**src/rtl/tmds_encoder_multi.sv**
```systemverilog
// Multi-lane TMDS encoder (8b/10b video, 2b control, optional TERC4 under TMDS_TERC4_EN).
// Latency: 2 ce-qualified pix_clk cycles from data/de to tmds/out_de.
// Backpressure: none; ce low freezes every register, inputs are ignored.
module tmds_encoder_multi #(
  parameter int CHANNELS = 3,
  parameter int CNT_W    = 5
) (
  input  logic                   pix_clk,
  input  logic                   rst_n,
  input  logic                   ce,
  input  logic                   de,
  input  logic [2*CHANNELS-1:0]  ctrl,
  input  logic [8*CHANNELS-1:0]  data,
  input  logic                   terc4,
  input  logic [4*CHANNELS-1:0]  terc4_data,
  output logic [10*CHANNELS-1:0] tmds,
  output logic                   out_de
);

  typedef struct packed {
    logic [8:0] qm;
    logic [3:0] n1;
    logic [1:0] ctrl;
  } s1_t;

  localparam logic signed [CNT_W-1:0] TWO  = CNT_W'(2);
  localparam logic signed [CNT_W-1:0] ZERO = '0;

  function automatic logic [9:0] ctrl_sym(input logic [1:0] c);
    case (c)
      2'b00:   ctrl_sym = 10'h354;
      2'b01:   ctrl_sym = 10'h0AB;
      2'b10:   ctrl_sym = 10'h154;
      default: ctrl_sym = 10'h2AB;
    endcase
  endfunction

`ifdef TMDS_TERC4_EN
  function automatic logic [9:0] terc4_sym(input logic [3:0] n);
    case (n)
      4'h0:    terc4_sym = 10'h29C;
      4'h1:    terc4_sym = 10'h263;
      4'h2:    terc4_sym = 10'h2E4;
      4'h3:    terc4_sym = 10'h2E2;
      4'h4:    terc4_sym = 10'h171;
      4'h5:    terc4_sym = 10'h11E;
      4'h6:    terc4_sym = 10'h18E;
      4'h7:    terc4_sym = 10'h13C;
      4'h8:    terc4_sym = 10'h2CC;
      4'h9:    terc4_sym = 10'h139;
      4'hA:    terc4_sym = 10'h19C;
      4'hB:    terc4_sym = 10'h2C6;
      4'hC:    terc4_sym = 10'h28E;
      4'hD:    terc4_sym = 10'h271;
      4'hE:    terc4_sym = 10'h163;
      default: terc4_sym = 10'h2C3;
    endcase
  endfunction

  logic s1_terc4;
  always_ff @(posedge pix_clk or negedge rst_n) begin
    if (!rst_n)  s1_terc4 <= 1'b0;
    else if (ce) s1_terc4 <= terc4;
  end
`else
  logic unused_terc4;
  assign unused_terc4 = ^{terc4, terc4_data};
`endif

  // s1_vld keeps tmds at zero until the pipeline has refilled after reset
  logic s1_vld;
  logic s1_de;
  always_ff @(posedge pix_clk or negedge rst_n) begin
    if (!rst_n) begin
      s1_vld <= 1'b0;
      s1_de  <= 1'b0;
      out_de <= 1'b0;
    end else if (ce) begin
      s1_vld <= 1'b1;
      s1_de  <= de;
      out_de <= s1_de;
    end
  end

  for (genvar k = 0; k < CHANNELS; k++) begin : g_lane
    logic [7:0]              d;
    logic [3:0]              n1_d;
    logic                    use_xnor;
    s1_t                     s1_d;
    s1_t                     s1_q;
    logic signed [CNT_W-1:0] cnt;
    logic signed [CNT_W-1:0] cnt_d;
    logic signed [CNT_W-1:0] diff;
    logic [9:0]              sym_d;
    logic [9:0]              sym_q;
`ifdef TMDS_TERC4_EN
    logic [3:0]              nib_q;
`endif

    assign d = data[8*k +: 8];

    always_comb begin
      s1_d     = '0;
      n1_d     = '0;
      for (int i = 0; i < 8; i++) n1_d = n1_d + {3'b000, d[i]};
      use_xnor = (n1_d > 4'd4) || ((n1_d == 4'd4) && !d[0]);
      s1_d.qm[0] = d[0];
      for (int i = 1; i < 8; i++) s1_d.qm[i] = s1_d.qm[i-1] ^ d[i] ^ use_xnor;
      s1_d.qm[8] = !use_xnor;
      for (int i = 0; i < 8; i++) s1_d.n1 = s1_d.n1 + {3'b000, s1_d.qm[i]};
      s1_d.ctrl  = ctrl[2*k +: 2];
    end

    always_ff @(posedge pix_clk or negedge rst_n) begin
      if (!rst_n) begin
        s1_q  <= '0;
`ifdef TMDS_TERC4_EN
        nib_q <= '0;
`endif
      end else if (ce) begin
        s1_q  <= s1_d;
`ifdef TMDS_TERC4_EN
        nib_q <= terc4_data[4*k +: 4];
`endif
      end
    end

    // diff = N1 - N0 = 2*N1 - 8
    always_comb begin
      diff  = CNT_W'({s1_q.n1, 1'b0}) - CNT_W'(8);
      sym_d = '0;
      cnt_d = '0;
      if (!s1_vld) begin
        sym_d = '0;
      end else if (!s1_de) begin
`ifdef TMDS_TERC4_EN
        sym_d = s1_terc4 ? terc4_sym(nib_q) : ctrl_sym(s1_q.ctrl);
`else
        sym_d = ctrl_sym(s1_q.ctrl);
`endif
      end else if ((cnt == ZERO) || (s1_q.n1 == 4'd4)) begin
        sym_d = {~s1_q.qm[8], s1_q.qm[8], s1_q.qm[8] ? s1_q.qm[7:0] : ~s1_q.qm[7:0]};
        cnt_d = s1_q.qm[8] ? cnt + diff : cnt - diff;
      end else if ((!cnt[CNT_W-1] && (s1_q.n1 > 4'd4)) || (cnt[CNT_W-1] && (s1_q.n1 < 4'd4))) begin
        sym_d = {1'b1, s1_q.qm[8], ~s1_q.qm[7:0]};
        cnt_d = cnt - diff + (s1_q.qm[8] ? TWO : ZERO);
      end else begin
        sym_d = {1'b0, s1_q.qm[8], s1_q.qm[7:0]};
        cnt_d = cnt + diff - (s1_q.qm[8] ? ZERO : TWO);
      end
    end

    always_ff @(posedge pix_clk or negedge rst_n) begin
      if (!rst_n) begin
        cnt   <= '0;
        sym_q <= '0;
      end else if (ce) begin
        cnt   <= cnt_d;
        sym_q <= sym_d;
      end
    end

    assign tmds[10*k +: 10] = sym_q;
  end

endmodule

```
**config.mk**
```make
export PLATFORM = sky130hd
export DESIGN_NAME = tmds_encoder_multi
export DESIGN_NICKNAME = d
export VERILOG_FILES = /design/src/rtl/tmds_encoder_multi.sv
export SDC_FILE = /design/constraint.sdc
export NUM_CORES = 1
export LEC_CHECK = 0
export CORE_MARGIN = 5
export CORE_UTILIZATION = 40
export DETAILED_ROUTE_END_ITERATION = 8
export DONT_BUFFER_PORTS = 1
export GPL_TIMING_DRIVEN = 1
export PLACE_DENSITY_LB_ADDON = 0.12
export REMOVE_ABC_BUFFERS = 1
export SLEW_MARGIN = 40
export SYNTH_ARGS = -nofsm -noshare
export SYNTH_HDL_FRONTEND = slang
export SYNTH_SLANG_ARGS = --single-unit
```
**constraint.sdc**
```tcl
create_clock -name pix_clk -period 5.67 [get_ports pix_clk]
set_input_delay 0 -clock pix_clk [delete_from_list [all_inputs] [get_ports pix_clk]]
set_output_delay 0 -clock pix_clk [all_outputs]
set_load 0.02 [all_outputs]
```
==> results of run 1 <==
## report_power, final
group | switching, W | total (W) | internal, W
Combinational | 0.00162 | 0.00309 | 0.00147
Sequential | 0.000376 | 0.00128 | 0.000901
Clock | 0.000271 | 0.000614 | 0.000343
Total | 0.00227 | 0.00498 | 0.00271
## sequential cells by signal, indices dropped and copies added (netlist names)
register / flops
g_lane.s1_q: 45
g_lane.sym_q: 30
g_lane.cnt: 12
out_de: 1
s1_de: 1
s1_vld: 1
## through the flow
stage	instance area, um2	cells	setup slack [ps]	hold WS [ps]
CTS	7782	942	441.2	6.400
global placement	7273	909	169.3	-291.2
detailed placement	7283	909	100.3	-290.9
floorplan	6939	677	289.1	-295.6
global route	7782	942	178.9	23.35
finish	7782	942	459.5	5.039
## routing by layer
| metal | up-vias | track usage, % | share of wire (%) | routed length (um) |
|---|---|---|---|---|
| li1 | 2373 | - | - | - |
| met1 | 2390 | 22.18 | 48 | 7411 |
| met2 | 46 | 26.04 | 47 | 7249 |
| met3 | 16 | 3.148 | 3.2 | 502 |
| met4 | 0 | 5.503 | 1.9 | 300 |
| met5 | - | 0 | 0 | 0 |
## worst paths after layout
path	end	cells past startpoint	slack, ps
worst max register to register	g_lane[1].cnt[3]	9	3200
worst max-delay path	g_lane[0].s1_q[4]	21	460
worst min-delay path	g_lane[2].s1_q[10]	2	5
worst min register to register	s1_vld	1	500
min in group asynchronous	g_lane[0].cnt[2]	2	230
max in group asynchronous	g_lane[2].sym_q[3]	2	5050
## worst max-delay path, cell delays in order
cell and delay [ps]:
inv_1 60, fa_1 560, fa_1 430, fa_1 490
inv_1 40, ha_1 200, fa_1 430, nor3b_1 260
o21ai_0 140, a21oi_2 230, xor2_1 240, fa_1 490
xor2_1 180, ha_1 300, fa_1 510, ha_1 170
inv_1 60, fa_1 370, xnor2_1 140, nand2_1 60
o21ai_0 80
## cell usage in the layout, fill, tap and decap left out, types with 7 or more instances in the layout
| master | count |
|---|---|
| o21ai_0 | 12 |
| mux2_2 | 16 |
| dlygate4sd3_1 | 15 |
| buf_4 | 7 |
| ha_1 | 71 |
| fa_1 | 28 |
| xnor2_1 | 56 |
| a21oi_1 | 25 |
| nor2_1 | 28 |
| clkbuf_16 | 9 |
| a211oi_1 | 8 |
| or2_2 | 12 |
| dfrtp_1 | 90 |
| mux2i_1 | 17 |
| nand2_1 | 28 |
| xor2_1 | 17 |
| o221ai_1 | 27 |
| inv_1 | 130 |
| nor3b_1 | 8 |
| o22ai_1 | 17 |
## final cells by class
class	instances	area, um2
fillers	1653	9514
multi-input cells	457	4209
flip-flops and latches	90	2252
inverters	130	488.0
well taps	225	281.5
repair buffers	24	257.7
clock buffers	10	229.0
clock inverters	6	65.06
## cells by family (layout without fill, tap and decap cells)
kind of cell	Yosys count	count (layout)	synth area share [%]
buffers and inverters	156	170	8.776
AO/OA/AOI/OAI	131	131	13.94
AND/OR/NAND/NOR	112	112	8.351
adder cells (fa/ha/maj)	99	99	20.49
flip-flops	90	90	31.85
XOR/XNOR	80	80	11.01
multiplexers	35	35	5.591
## timing repair
item / CTS / global route
hold endpoints to repair: 180 / 0
hold buffers: 17 / 0
gates resized for setup: 0 / 0
==> results.py, run 1 <==
metrics = {
    "cts": {
        "clockBufferDepth": 2,
        "clkTransAtPathRegs_ps": 70,
        "clk_latency_ps": 360,
        "htreeDepth": 3,
        "clock-sinks": 90,
        "cts_root_buffer": "clkbuf_16",
        "cts_setup_buffers": 0,
        "cts_buffers": 9,
        "cts_tree": "yes",
    },
    "floorplan": {
        "fp.dieH_um": 143.0,
        "core_area_um2": 17300,
        "dieArea_um2": 20440,
        "die_x_um": 143.0,
        "floorplan.initialDensity_pct": 40.89,
        "ioPinCount": 78,
        "rows": 48,
    },
    "setup_path": {
        "path_class": "in2reg",
        "reg2reg_from": "g_lane[1].cnt[1]",
        "timing.critical_path.required_ps": 5890,
        "end_kind": "register",
        "timing.critical_path.arrival_ps": 5430,
        "worstSetupStartpointType": "input port",
        "startpoint": "data[0]",
        "cp_max_fo": 4,
    },
    "placed_design": {
        "gp_congestion": 0.8333,
        "hpwl_um": 11330,
        "port_buffers": 0,
    },
    "yosys": {
        "synth_area_per_cell_um2": 10.06,
        "synth_most_common_cell": "inv_1",
        "synth_warnings": 0,
        "synth_ff_type": "dfrtp_1",
        "ys_seq_elements": 90,
        "synthArstFlopShare_pct": 100.0,
        "yosysSeqAreaShare_pct": 31.85,
        "synth_commonest_cells": "130 x inv_1, 90 x dfrtp_1, 71 x ha_1",
        "syn_area_um2": 7072,
        "synth_cell_types": 58,
        "synthTopCellsByArea": "dfrtp_1 32%, ha_1 13%, fa_1 7.9%",
        "synth_cells": 703,
        "synth_edf_count": 0,
        "synth_top_area_share_pct": 31.85,
        "synth_top_area_cell": "dfrtp_1",
    },
    "global_routing": {
        "grt_pass1_wl_um": 26620,
        "grt_max_degree": 112,
        "antenna_found_initial": 0,
        "grt_pass1_vias": 5231,
        "grt_usage_pct": 16.27,
        "grt_overflow": 0,
    },
    "timing": {
        "rsz0062_at_grt": "no",
        "max_slew.worst_pin.slew_ps": 685.4,
        "finalHoldViolations": 0,
        "tns_ps": 0,
        "fin_skew_ps": 9.203,
        "min_period_ps": 5211,
        "setup_viol": 0,
        "max_freq_mhz": 191.9,
        "fin_crit_sh_pct": 91.90,
        "slew_headroom_pct": 53.92,
        "drv_slew": 0,
    },
    "finish": {
        "drive_above_1_share_pct": 9.902,
        "area_growth_pct": 10.05,
        "utilization_pct": 44.99,
        "diodes": 0,
        "nets": 858,
    },
    "detailed_routing": {
        "wire_per_inst_um": 16.42,
        "drc": 0,
        "dr.pass1.iters": 5,
        "ant_nets": 0,
        "viasPerCell": 5.122,
        "drt_iter0_drc": 128,
        "vias": 4825,
        "drt-total-wl_um": 15460,
    },
    "min_path": {
        "hp-class": "in2reg",
        "worstHoldStart": "data[20]",
    },
    "pwr": {
        "power_leakage_nw": 3.671,
        "power.density_nw_per_um2": 640.2,
        "finalPower_w": 0.004982,
        "vdd_drop_max_v": 0.0002243,
    },
    "flow_run": {
        "cap_violations": 0,
    },
    "status": {
        "status": "finished clean",
    },
}
Note: power is estimated with default switching activity, not from simulation.
==> run 2: changes to the inputs <==
ABC_AREA = 1   (was unset)
==> results.py, run 2 <==
metrics = {
    "floorplan": {
        "dieArea_um2": 20150,
        "fp.dieH_um": 142.0,
        "floorplan.initialDensity_pct": 40.55,
        "rows": 48,
        "die_x_um": 142.0,
        "ioPinCount": 78,
        "core_area_um2": 17180,
    },
    "setup_path": {
        "crit_end": "g_lane[1].s1_q[4]",
        "r2r_cells": 9,
        "reg2reg_from": "g_lane[2].cnt[1]",
        "cp_max_fo": 5,
        "path_class": "in2reg",
        "startpoint": "data[8]",
        "worstSetupStartpointType": "input port",
        "r2r_end": "g_lane[2].cnt[2]",
        "end_kind": "register",
        "timing.critical_path.arrival_ps": 5410,
        "r2r_setup_slack_ps": 3530,
        "timing.critical_path.required_ps": 5940,
    },
    "yosys": {
        "synth_most_common_cell": "nand2_1",
        "synthTopCellsByArea": "dfrtp_1 32%, ha_1 13%, nand2_1 10%",
        "synth_top_area_share_pct": 32.33,
        "synth_area_per_cell_um2": 8.006,
        "synth_commonest_cells": "193 x nand2_1, 133 x inv_1, 115 x o21ai_0",
        "synth_edf_count": 0,
        "ys_seq_elements": 90,
        "syn_area_um2": 6965,
        "synthArstFlopShare_pct": 100.0,
        "synth_warnings": 0,
        "synth_ff_type": "dfrtp_1",
        "yosysSeqAreaShare_pct": 32.33,
        "synth_cells": 870,
        "synth_cell_types": 36,
        "synth_top_area_cell": "dfrtp_1",
    },
    "detailed_routing": {
        "drt_iter0_drc": 296,
        "viasPerCell": 5.089,
        "vias": 5649,
        "drc": 0,
        "drt-total-wl_um": 16430,
        "wire_per_inst_um": 14.80,
        "dr.pass1.iters": 5,
        "ant_nets": 0,
    },
    "placed_design": {
        "hpwl_um": 12300,
        "dp_cells": 1075,
        "gp_congestion": 0.8503,
        "port_buffers": 0,
    },
    "min_path": {
        "hp-class": "in2reg",
    },
    "pwr": {
        "vdd_drop_max_v": 0.0002452,
        "power_leakage_nw": 3.807,
        "finalPower_w": 0.004489,
        "power.density_nw_per_um2": 585.5,
    },
    "finish": {
        "final_common_cell": "nand2_1",
        "num-fill-cells": 1757,
        "multi_input_area_um2": 4114,
        "utilization_pct": 44.63,
        "largest_reg_flops": 45,
        "final_cell_mix": "193 x nand2_1, 132 x inv_1, 115 x o21ai_0, 90 x dfrtp_1, 71 x ha_1",
        "top_register": "g_lane.s1_q",
        "drive_above_1_share_pct": 5.085,
        "top_regs": "g_lane.s1_q: 45 flops, g_lane.sym_q: 30 flops, g_lane.cnt: 12 flops",
        "fin_cells": 1110,
        "nets": 1029,
        "area_growth_pct": 10.06,
        "diodes": 0,
        "seq_area_um2": 2252,
    },
    "global_routing": {
        "grt_pass1_vias": 5583,
        "grt_overflow": 0,
        "grt_max_degree": 91,
        "grt_pass1_wl_um": 27740,
        "antenna_found_initial": 0,
        "grt_usage_pct": 17.00,
    },
    "timing": {
        "max_slew.worst_pin.slew_ps": 803.6,
        "rsz0062_at_grt": "no",
        "fin_skew_ps": 6.047,
        "setup_viol": 0,
        "min_period_ps": 5140,
        "slew_headroom_pct": 45.97,
        "fin_crit_sh_pct": 90.65,
        "tns_ps": 0,
        "finalHoldViolations": 0,
        "max_freq_mhz": 194.6,
        "hold-worst-slack_ps": 18.35,
        "drv_slew": 0,
    },
    "cts": {
        "cts_setup_buffers": 0,
        "cts_tree": "yes",
        "clockBufferDepth": 2,
        "cts_hold_buf": 22,
        "htreeDepth": 3,
        "cts_buffers": 9,
        "cts_root_buffer": "clkbuf_16",
        "clkTransAtPathRegs_ps": 60,
        "cts_resized": 0,
        "clock-sinks": 90,
        "clk_latency_ps": 350,
    },
    "flow_run": {
        "cap_violations": 0,
    },
    "status": {
        "status": "finished clean",
    },
}
## run 2: through the flow
| step | setup WS (ps) | instance area [um2] |
|---|---|---|
| 2_1_floorplan | 376.1 | 6865 |
| 3_3_place_gp | 265.9 | 7169 |
| 3_5_place_dp | 147.9 | 7169 |
| 4_1_cts | 546.5 | 7659 |
| 5_1_grt | 209.0 | 7666 |
| 6_report | 530.2 | 7666 |
## run 2: where the power goes
part           internal, W  leakage, nW  switching, W  total (W)
clock network     0.000290        0.118      0.000242   0.000532
logic              0.00113         2.58       0.00172    0.00285
registers         0.000853         1.11      0.000259    0.00111
total              0.00227         3.81       0.00222    0.00449
## run 2: per-layer routing
layer | part of all wire, % | global-route usage (%) | up-vias | wire length [um]
met2 | 48 | 27.96 | 82 | 7916
met3 | 4.0 | 4.200 | 23 | 655
li1 | - | - | 2829 | -
met4 | 1.5 | 4.848 | 0 | 247
met5 | 0 | 0 | - | 0
met1 | 46 | 22.39 | 2715 | 7606
## run 2: cell type report
cell class              count  area share [%]
repair buffers             25           3.525
inverters                 135           6.610
flip-flops and latches     90           29.38
well taps                 225           3.672
clock buffers              12           3.085
multi-input cells         622           53.66
clock inverters             1         0.06528
## run 2: critical path, stage by stage
cell and delay [ps]:
inv_1 60, fa_1 570, fa_1 440, fa_1 510, inv_1 50, ha_1 200
fa_1 440, nor2_1 110, nand2_1 60, nand2_1 100, nand2_2 130, xor2_1 280
fa_1 510, nand3b_1 200, nand2_1 80, inv_1 40, ha_1 280, fa_1 490
ha_1 160, inv_1 50, fa_1 370, xor2_1 170, o21ai_0 130
## run 2: cell families (layout without fill, tap and decap cells)
family,Yosys count,after routing,share of synthesized area (%)
AOI/OAI and AO/OA,192,192,14.95
xor gates and xnor gates,43,43,5.515
adders and majority gates,99,99,20.80
buffers and inverters,158,173,8.712
DFF,90,90,32.33
and+or+nand+nor,288,288,17.69
## run 2: how the worst min path moves through the flow
stage | start | to | slack (ps) | depth (start not counted)
after floorplan | rst_n | g_lane[0].cnt[1] | -300 | 0
after global placement | rst_n | g_lane[0].s1_q[9] | -290 | 0
after detailed placement | rst_n | g_lane[0].s1_q[10] | -290 | 0
after CTS | data[21] | g_lane[2].s1_q[11] | 5 | 4
after global routing | data[4] | g_lane[0].s1_q[10] | 40 | 4
final | data[4] | g_lane[0].s1_q[10] | 20 | 4
